===== config.mk =====
export PLATFORM = sky130hd
export DESIGN_NAME = instr_stream_gen
export DESIGN_NICKNAME = d
export VERILOG_FILES = /design/src/rtl/instr_stream_gen.sv
export SDC_FILE = /design/constraint.sdc
export NUM_CORES = 1
export LEC_CHECK = 0
export BUFFER_PORTS_ARGS = -buffer_cell sky130_fd_sc_hd__buf_2
export CAP_MARGIN = 10
export CORE_AREA = 2 2 103 105
export DETAILED_ROUTE_END_ITERATION = 7
export DIE_AREA = 0 0 105 107
export PLACE_DENSITY = 0.66
export SETUP_SLACK_MARGIN = 0.15
export SLEW_MARGIN = 20
export SYNTH_ARGS = -nofsm -noshare
export SYNTH_HDL_FRONTEND = slang
export SYNTH_SLANG_ARGS = --single-unit

===== constraint.sdc =====
create_clock -name clk -period 9.3 [get_ports clk]
set_input_delay 0.93 -clock clk [delete_from_list [all_inputs] [get_ports clk]]
set_output_delay 0.93 -clock clk [all_outputs]
set_load 0.01 [all_outputs]

===== src/rtl/instr_stream_gen.sv =====
// instr_stream_gen
//   Pseudo-random MIPS instruction word source. Draws one of the 55 supported
//   instructions per word from a 32-bit Galois LFSR and offers it over a
//   valid/ready handshake. It is the stimulus for the fetch-side legality checker.
//
// Parameters
//   SEED   initial LFSR state loaded on start (0 is replaced by 1)
//   LEN_W  width of length / emitted
//
// Ports
//   clk       in   clock, rising edge
//   reset     in   synchronous active-high reset
//   start     in   begin a run (only looked at in IDLE)
//   length    in   words to emit, captured with start
//   valid     out  instr holds a word to transfer
//   ready     in   consumer accepts the word this cycle
//   instr     out  instruction word
//   op_index  out  index 0..54 of the instruction (63 for an injected word)
//   illegal   out  current word is a deliberately unsupported encoding
//   emitted   out  words transferred in the current run
//   done      out  one-cycle pulse when a run ends
//
// Build option
//   INSTR_GEN_ILLEGAL_INJECT_EN  when defined, every 16th word of a run is
//   replaced by an opcode-63 encoding and flagged on illegal.
//
// state | meaning
// ------+-----------------------------------------------
// IDLE  | waiting for start
// RUN   | offering words until emitted reaches length
// DONE  | one cycle, done pulse high, then back to IDLE

module instr_stream_gen #(
  parameter logic [31:0] SEED  = 32'h0000_0001,
  parameter int          LEN_W = 16
) (
  input  logic             clk,
  input  logic             reset,
  input  logic             start,
  input  logic [LEN_W-1:0] length,
  output logic             valid,
  input  logic             ready,
  output logic [31:0]      instr,
  output logic [5:0]       op_index,
  output logic             illegal,
  output logic [LEN_W-1:0] emitted,
  output logic             done
);

  localparam logic [31:0] SEED_EFF  = (SEED == 32'h0) ? 32'h1 : SEED;
  localparam logic [31:0] LFSR_MASK = 32'h8020_0003;

  typedef enum logic [1:0] {
    S_IDLE,
    S_RUN,
    S_DONE
  } state_t;

  state_t           state;
  logic [31:0]      lfsr;
  logic [31:0]      lfsr_next;
  logic [LEN_W-1:0] len_q;
  logic [LEN_W-1:0] emitted_inc;
  logic [5:0]       k_raw;
  logic [5:0]       k;
  logic [31:0]      word;
  logic             inject;

  function automatic logic [5:0] special_funct(input logic [5:0] idx);
    case (idx)
      6'd0:    return 6'h20; // add
      6'd1:    return 6'h21; // addu
      6'd2:    return 6'h24; // and
      6'd3:    return 6'h1A; // div
      6'd4:    return 6'h1B; // divu
      6'd5:    return 6'h09; // jalr
      6'd6:    return 6'h08; // jr
      6'd7:    return 6'h10; // mfhi
      6'd8:    return 6'h12; // mflo
      6'd9:    return 6'h11; // mthi
      6'd10:   return 6'h13; // mtlo
      6'd11:   return 6'h18; // mult
      6'd12:   return 6'h19; // multu
      6'd13:   return 6'h27; // nor
      6'd14:   return 6'h25; // or
      6'd15:   return 6'h00; // sll
      6'd16:   return 6'h04; // sllv
      6'd17:   return 6'h2A; // slt
      6'd18:   return 6'h2B; // sltu
      6'd19:   return 6'h03; // sra
      6'd20:   return 6'h07; // srav
      6'd21:   return 6'h02; // srl
      6'd22:   return 6'h06; // srlv
      6'd23:   return 6'h22; // sub
      6'd24:   return 6'h23; // subu
      6'd25:   return 6'h26; // xor
      default: return 6'h00;
    endcase
  endfunction

  function automatic logic [5:0] itype_opcode(input logic [5:0] idx);
    case (idx)
      6'd33:   return 6'b001000; // addi
      6'd34:   return 6'b001001; // addiu
      6'd35:   return 6'b001100; // andi
      6'd36:   return 6'b000100; // beq
      6'd37:   return 6'b000111; // bgtz
      6'd38:   return 6'b000110; // blez
      6'd39:   return 6'b000101; // bne
      6'd40:   return 6'b000010; // j
      6'd41:   return 6'b000011; // jal
      6'd42:   return 6'b100000; // lb
      6'd43:   return 6'b100100; // lbu
      6'd44:   return 6'b100001; // lh
      6'd45:   return 6'b100101; // lhu
      6'd46:   return 6'b001111; // lui
      6'd47:   return 6'b100011; // lw
      6'd48:   return 6'b001101; // ori
      6'd49:   return 6'b101000; // sb
      6'd50:   return 6'b101001; // sh
      6'd51:   return 6'b001010; // slti
      6'd52:   return 6'b001011; // sltiu
      6'd53:   return 6'b101011; // sw
      6'd54:   return 6'b001110; // xori
      default: return 6'b001000;
    endcase
  endfunction

  // Galois step, shift right, feedback from bit 0.
  assign lfsr_next   = (lfsr >> 1) ^ (lfsr[0] ? LFSR_MASK : 32'h0);
  assign emitted_inc = emitted + {{(LEN_W-1){1'b0}}, 1'b1};

  // 64 raw values folded onto 55: values 55..63 alias onto 0..8.
  assign k_raw = lfsr[5:0];
  assign k     = (k_raw >= 6'd55) ? (k_raw - 6'd55) : k_raw;

  always_comb begin
    word = 32'h0;
    if (k <= 6'd25) begin
      // shamt only carries LFSR bits for the immediate shifts
      if (k == 6'd15 || k == 6'd19 || k == 6'd21)
        word = {6'b000000, lfsr[25:11], lfsr[10:6], special_funct(k)};
      else
        word = {6'b000000, lfsr[25:11], 5'b00000, special_funct(k)};
    end else if (k <= 6'd29) begin
      case (k)
        6'd26:   word = {6'b000001, lfsr[25:21], 5'b00001, lfsr[15:0]}; // bgez
        6'd27:   word = {6'b000001, lfsr[25:21], 5'b10001, lfsr[15:0]}; // bgezal
        6'd28:   word = {6'b000001, lfsr[25:21], 5'b00000, lfsr[15:0]}; // bltz
        default: word = {6'b000001, lfsr[25:21], 5'b10000, lfsr[15:0]}; // bltzal
      endcase
    end else if (k == 6'd30) begin
      word = {6'b010000, 5'b00000, lfsr[20:11], 11'h000};              // mfc0
    end else if (k == 6'd31) begin
      word = {6'b010000, 5'b00100, lfsr[20:11], 11'h000};              // mtc0
    end else if (k == 6'd32) begin
      word = 32'h4200_0018;                                            // eret
    end else begin
      word = {itype_opcode(k), lfsr[25:0]};
    end
  end

`ifdef INSTR_GEN_ILLEGAL_INJECT_EN
  // Every 16th word of a run (emitted = 15, 31, ...) is replaced.
  assign inject = valid && (emitted[3:0] == 4'hF);
`else
  assign inject = 1'b0;
`endif

  assign instr    = inject ? {6'b111111, lfsr[25:0]} : word;
  assign op_index = inject ? 6'd63 : k;
  assign illegal  = inject;

  always_ff @(posedge clk) begin
    if (reset) begin
      state   <= S_IDLE;
      lfsr    <= SEED_EFF;
      len_q   <= '0;
      emitted <= '0;
      valid   <= 1'b0;
      done    <= 1'b0;
    end else begin
      case (state)
        S_IDLE: begin
          done <= 1'b0;
          if (start) begin
            lfsr    <= SEED_EFF;
            len_q   <= length;
            emitted <= '0;
            if (length != '0) begin
              state <= S_RUN;
              valid <= 1'b1;
            end else begin
              state <= S_DONE;
              done  <= 1'b1;
            end
          end
        end
        S_RUN: begin
          if (valid && ready) begin
            lfsr    <= lfsr_next;
            emitted <= emitted_inc;
            if (emitted_inc == len_q) begin
              state <= S_DONE;
              valid <= 1'b0;
              done  <= 1'b1;
            end
          end
        end
        S_DONE: begin
          done  <= 1'b0;
          state <= S_IDLE;
        end
        default: begin
          state <= S_IDLE;
          valid <= 1'b0;
          done  <= 1'b0;
        end
      endcase
    end
  end

endmodule


Word-level counts from Yosys, hierarchy flattened
Memory sizes are Yosys's and may differ from the RTL's.
Index checks and enable logic that the tools add are counted.
Word-level totals
  register bits after elaboration: 68
  latch bits: 0
  memory bits (writable): 0
  ROM bits: 704
  word-level logic and storage cells: 75
  memories: 3
Cells by class
  add/subtract/negate cells: 2
  multiply operators: 0
  div/mod/pow operators: 0
  order comparisons: 3
  equal/unequal tests: 16
  shift operators: 0
  muxes and demuxes: 32
  bitwise gates (word level): 2
  reduce and logical (&&, ||, !) cells: 11
Memories
  (name not given): words 64, bits a word 5, rd ports 1, clocked after memory_dff 0, wr ports 0, line 102  | case (idx)
  (name not given): words 32, bits a word 6, rd ports 1, clocked after memory_dff 0, wr ports 0, line 70  | case (idx)
  (name not given): words 32, bits a word 6, rd ports 1, clocked after memory_dff 0, wr ports 0, line 70
Operators with widths (count)
  $mux W32: 8
  $pmux W32 S2: 1
  $pmux W21 S3: 1
  $eq A6 B5 Y1 const B: 7
  $mux W16: 2
  $pmux W16 S2: 1
  $xor A31 B32 Y32: 1
  $mux W6: 3
  $add A16 B1 Y16 const B: 1
  $eq A16 B16 Y1: 1
  $reduce_bool A16 Y1: 1
  $le A6 B5 Y1 const B: 2
  $mux W11: 1
  $mux W1: 8
  $mux W2: 4
  $ne A2 B2 Y1 const B: 4
  $eq A6 B4 Y1 const B: 1
  $eq A6 B6 Y1 const B: 1
  $ge A6 B6 Y1 const B: 1
  $reduce_and A3 Y1: 2
  $sub A6 B6 Y6 const B: 1
  $reduce_and A5 Y1: 1
  $pmux W2 S2: 1
  $reduce_and A2 Y1: 2
  other kinds (9): 10

Logic depth before layout (Yosys ltp)
  depth after elaboration: 8
  mapped depth: 15
  gate-level depth less buffers: 13

Worst setup path before layout
Ideal clock, no wire load.
  path type: register to output
  start point: reg lfsr[1]
  end point: out instr[26]
  arrival time: 3.010 ns
  setup slack: 5.360 ns
  stages on the path, launching flop included: 16
  path buffers: 2
  cells stage by stage: dfxtp_1 > ha_1 > buf_2 > a21oi_2 > nor2_2 > xnor2_1 > inv_1 > ha_1 > clkbuf_1 > nor2_1 > nor2_1 > nand3_1 > o21ai_1 > nor2_1 > nand2_1 > o21ai_0
Between the ends
  word-level cells in the longest chain between the ends: 8
  elaborated cells on any way between the ends: 14
Ends and longest elaborated chain
  start, declared: line 60  | logic [31:0] lfsr;
  start signal, assigned: line 201  | lfsr <= lfsr_next;
  $ge A6 B6 Y1 *: line 135  | assign k = (k_raw >= 6'd55) ? (k_raw - 6'd55) : k_raw;
  $mux W6 *: line 135
  named net op_index[0]: line 44  | output logic [5:0] op_index,
  $mem_v2 Z64 W5 or $eq A6 B6 Y1 (tied branches)
  $mux W32: line 156  | end else if (k == 6'd32) begin
  $mux W32: line 154  | end else if (k == 6'd31) begin
  $mux W32: line 152  | end else if (k == 6'd30) begin
  $mux W32: line 145  | end else if (k <= 6'd29) begin
  $mux W32 *: line 139  | if (k <= 6'd25) begin
  end, declared: line 43  | output logic [31:0] instr,
The timed path passes the listed nets; every way through them passes the cells marked *.

Worst setup path after layout
  start point: reg lfsr[0]
  end point: out instr[26]
Between the ends
  word-level cells in the longest chain between the ends: 8
  elaborated cells on any way between the ends: 14
Ends and longest elaborated chain (line)
  $sub A6 B6 Y6 or $ge A6 B6 Y1 (tied branches): 135
  $mux W6 *: 135
  $mem_v2 Z64 W5 or $eq A6 B6 Y1 (tied branches)
  $mux W32: 156
  $mux W32: 154
  $mux W32: 152
  $mux W32: 145
  $mux W32 *: 139
Every way passes the cells marked *; elsewhere a longest branch is shown, timed or not.

==> metrics.md <==
| Metric | Value |
|---|---|
| Yosys warning count | 0 |
| Clk slew on worst S/H paths | 70 ps |
| Core area | 10,100 um^2 |
| Root Buffer | clkbuf_8 |
| Share of layout cells above drive strength 1 | 0.172 |
| Peak VDD IR | 90.8 uV |
| Die area | 11,200 um^2 |
| Number of antenna diodes | 0 |
| Post-Synth XOR/XNOR Area | 0.0442 |
| Top cells by count, synth | 93 x nand2_1, 83 x a21oi_1, 68 x dfxtp_1 |
| Row cnt | 37 |
| H-tree levels | 3 |
| Worst-margin pin slew | 854 ps |
| Status | completed |
| Fin nets | 705 |
| Startpoint Class | flip-flop |
| CP Max Fanout | 18 |
| Initial DRC Count | 303 |
| Die height | 107 um |
| CP arrival | 4430 ps |
| EDFF count, synth | 0 |
| PortBufs | 75 |
| Synth top area share | 0.299 |
| Post-DP HPWL | 9250 um |
| Critical path class | flip-flop to output port |
| Vias in the first global route | 4,314 |
| Hold WC Path Type | flip-flop to flip-flop |
| Post-CTS Setup Inserts | 0 |
| Period utilization | 0.576 |
| Mux cell area share after synthesis | 0.0228 |
| Largest family of logic cells by synthesized area | simple AND/OR/NAND/NOR gates |
| Via count | 4,769 |
| Final WL | 13,200 um |
| Relative slew slack | 0.430 |
| # IOs | 77 |
| Post_cts resized | 0 |
| Worst path required time | 8370 ps |
| Sequential element share of the synthesized area | 0.299 |
| Hold Violations, Final | 0 |
| Fillers | 1,048 |
| GR Overflow Total | 0 |
| Mapped Area | 4560 um^2 |
| Pwr dens | 116 nW/um^2 |
| Adder-cell share of the synthesized area | 0.0220 |
| Initial antenna violation count | 0 |
| Number of routed nets with antenna violations | 0 |
| # hold bufs at CTS | 0 |
| Drt via density | 5.83 |
| Post-synth top area cell | dfxtp_1 |
| Syn avg cell area | 7.16 um^2 |
| CTS tree | built |
| DRT Pass-1 Iters | 5 |
| Distinct cell type count after synthesis | 61 |
| Asr flop ratio synth | 0 |
| Synth Area in Compound Gates | 0.250 |
| Critical path capture point type | output port |
| Post-route minimum period | 5360 ps |
| Max Clk Rate | 0.187 GHz |
| GP Congestion | 0.930 |
| Clock latency on the worst-skew pair | 340 ps |
| Largest net degree at the start of global routing | 69 |
| Final Slew Violations | 0 |
| WL per Instance | 16.1 um |
| Clk sinks | 68 |
| Synth area leaders | dfxtp_1 30%, a21oi_1 9.1%, nand2_1 7.7% |
| Net count after synthesis | 664 |
| DRC viols | 0 |
| Area Growth Syn to Fin | 12.2% |
| Setup Skew | 15.0 ps |
| Lkg Pwr | 2.05 nW |
| TNS Setup | 0 ps |
| #FFs+latches synth | 68 |
| Gr usage total | 0.233 |
| PnR worst setup slack | 3940 ps |
| Die W | 105 um |
| Clk buf depth | 2 |
| CTS buffer count | 9 |
| First-pass GRT wire length | 21,400 um |
| Setup WS pre-CTS | 4380 ps |
| Post-Synth Simple-Gate Area | 0.298 |
| Maxcap violations | 0 |
| Initial Util | 0.451 |
| RSZ-0062 raised after global routing | false |
| Final setup violation count | 0 |
| Count leader, synth | nand2_1 |
| Ys flop type | dfxtp_1 |
| Synthesized instance count | 636 |
==> logic make-up after synthesis <==
| kind of cell | after synthesis |
|---|---|
| xor gates and xnor gates | 23 |
| DFF | 68 |
| AOI/OAI and AO/OA | 187 |
| muxes | 10 |
| and+or+nand+nor | 271 |
| other | 1 |
| buffers and inverters | 68 |
| adders and majority gates | 8 |
==> stage by stage <==
step | cells | hold slack (ps) | util | total power (W) | area, um^2
floorplan | 636 | 432 | - | 0.000357 | 4560
global placement | 802 | 439 | 0.489 | 0.000376 | 4930
detailed placement | 802 | 444 | 0.489 | 0.000378 | 4930
CTS | 818 | 455 | 0.506 | 0.000600 | 5110
global route | 818 | 481 | 0.506 | 0.000619 | 5110
finish | 818 | 452 | 0.506 | 0.000594 | 5110
==> layout make-up <==
class	count	area, um^2	area share
Multi-Input combinational cell	500	2910	0.570
Inverter	16	60.1	0.0118
Timing Repair Buffer	82	428	0.0837
Tap cell	136	170	0.0333
Clock inverter	5	37.5	0.00735
Clock buffer	11	141	0.0277
Sequential cell	68	1360	0.266
==> path summary, 6_finish.rpt <==
check	from	endpoint	slack [ps]	cells after the start
worst max-delay path	lfsr[0]	instr[26]	3940	13
worst min-delay path	lfsr[27]	lfsr[27]	450	2
worst max register to register	emitted[2]	state[0]	6480	7
worst min register to register	lfsr[27]	lfsr[27]	450	2
==> state kept, by name, summed over array words and instances, names as in the netlist <==
register	count
len_q	16
valid	1
lfsr	32
done	1
state	2
emitted	16
==> power by group <==
part | switching [W] | internal (W) | leakage, nW
sequential | 0.00000624 | 0.000297 | 0.551
clock | 0.000118 | 0.000105 | 0.0855
combinational | 0.0000456 | 0.0000225 | 1.41
==> cells in the final DEF (no fill, tap or decap), types with 9 or more instances in the layout <==
| master | n |
|---|---|
| dfxtp_1 | 68 |
| xnor2_1 | 14 |
| nor2_1 | 50 |
| buf_2 | 75 |
| a21oi_1 | 83 |
| nor3_1 | 14 |
| and2_1 | 15 |
| clkbuf_8 | 10 |
| nand2_1 | 93 |
| inv_1 | 15 |
| nand3_1 | 42 |
| xor2_1 | 9 |
| nor4_1 | 9 |
| o21ai_0 | 29 |
==> worst max-delay path, stage by stage (launching register included) <==
cell	delay [ps]
dfxtp_1	740
ha_1	490
a21oi_2	160
nor2_2	320
mux2_2	470
inv_1	140
ha_1	460
nor2_1	100
nand3_1	180
o21ai_1	200
nor2_1	270
nand2_1	190
o21ai_0	200
buf_2	150
==> routing by layer <==
metal | track usage | routed length [um] | vias to the layer above
met3 | 0.0450 | 911 | 18
met1 | 0.309 | 5860 | 2224
met2 | 0.385 | 6200 | 176
li1 | - | - | 2351
met5 | 0 | 0 | -
met4 | 0.0648 | 228 | 0
(Power assumes the default switching activity.)
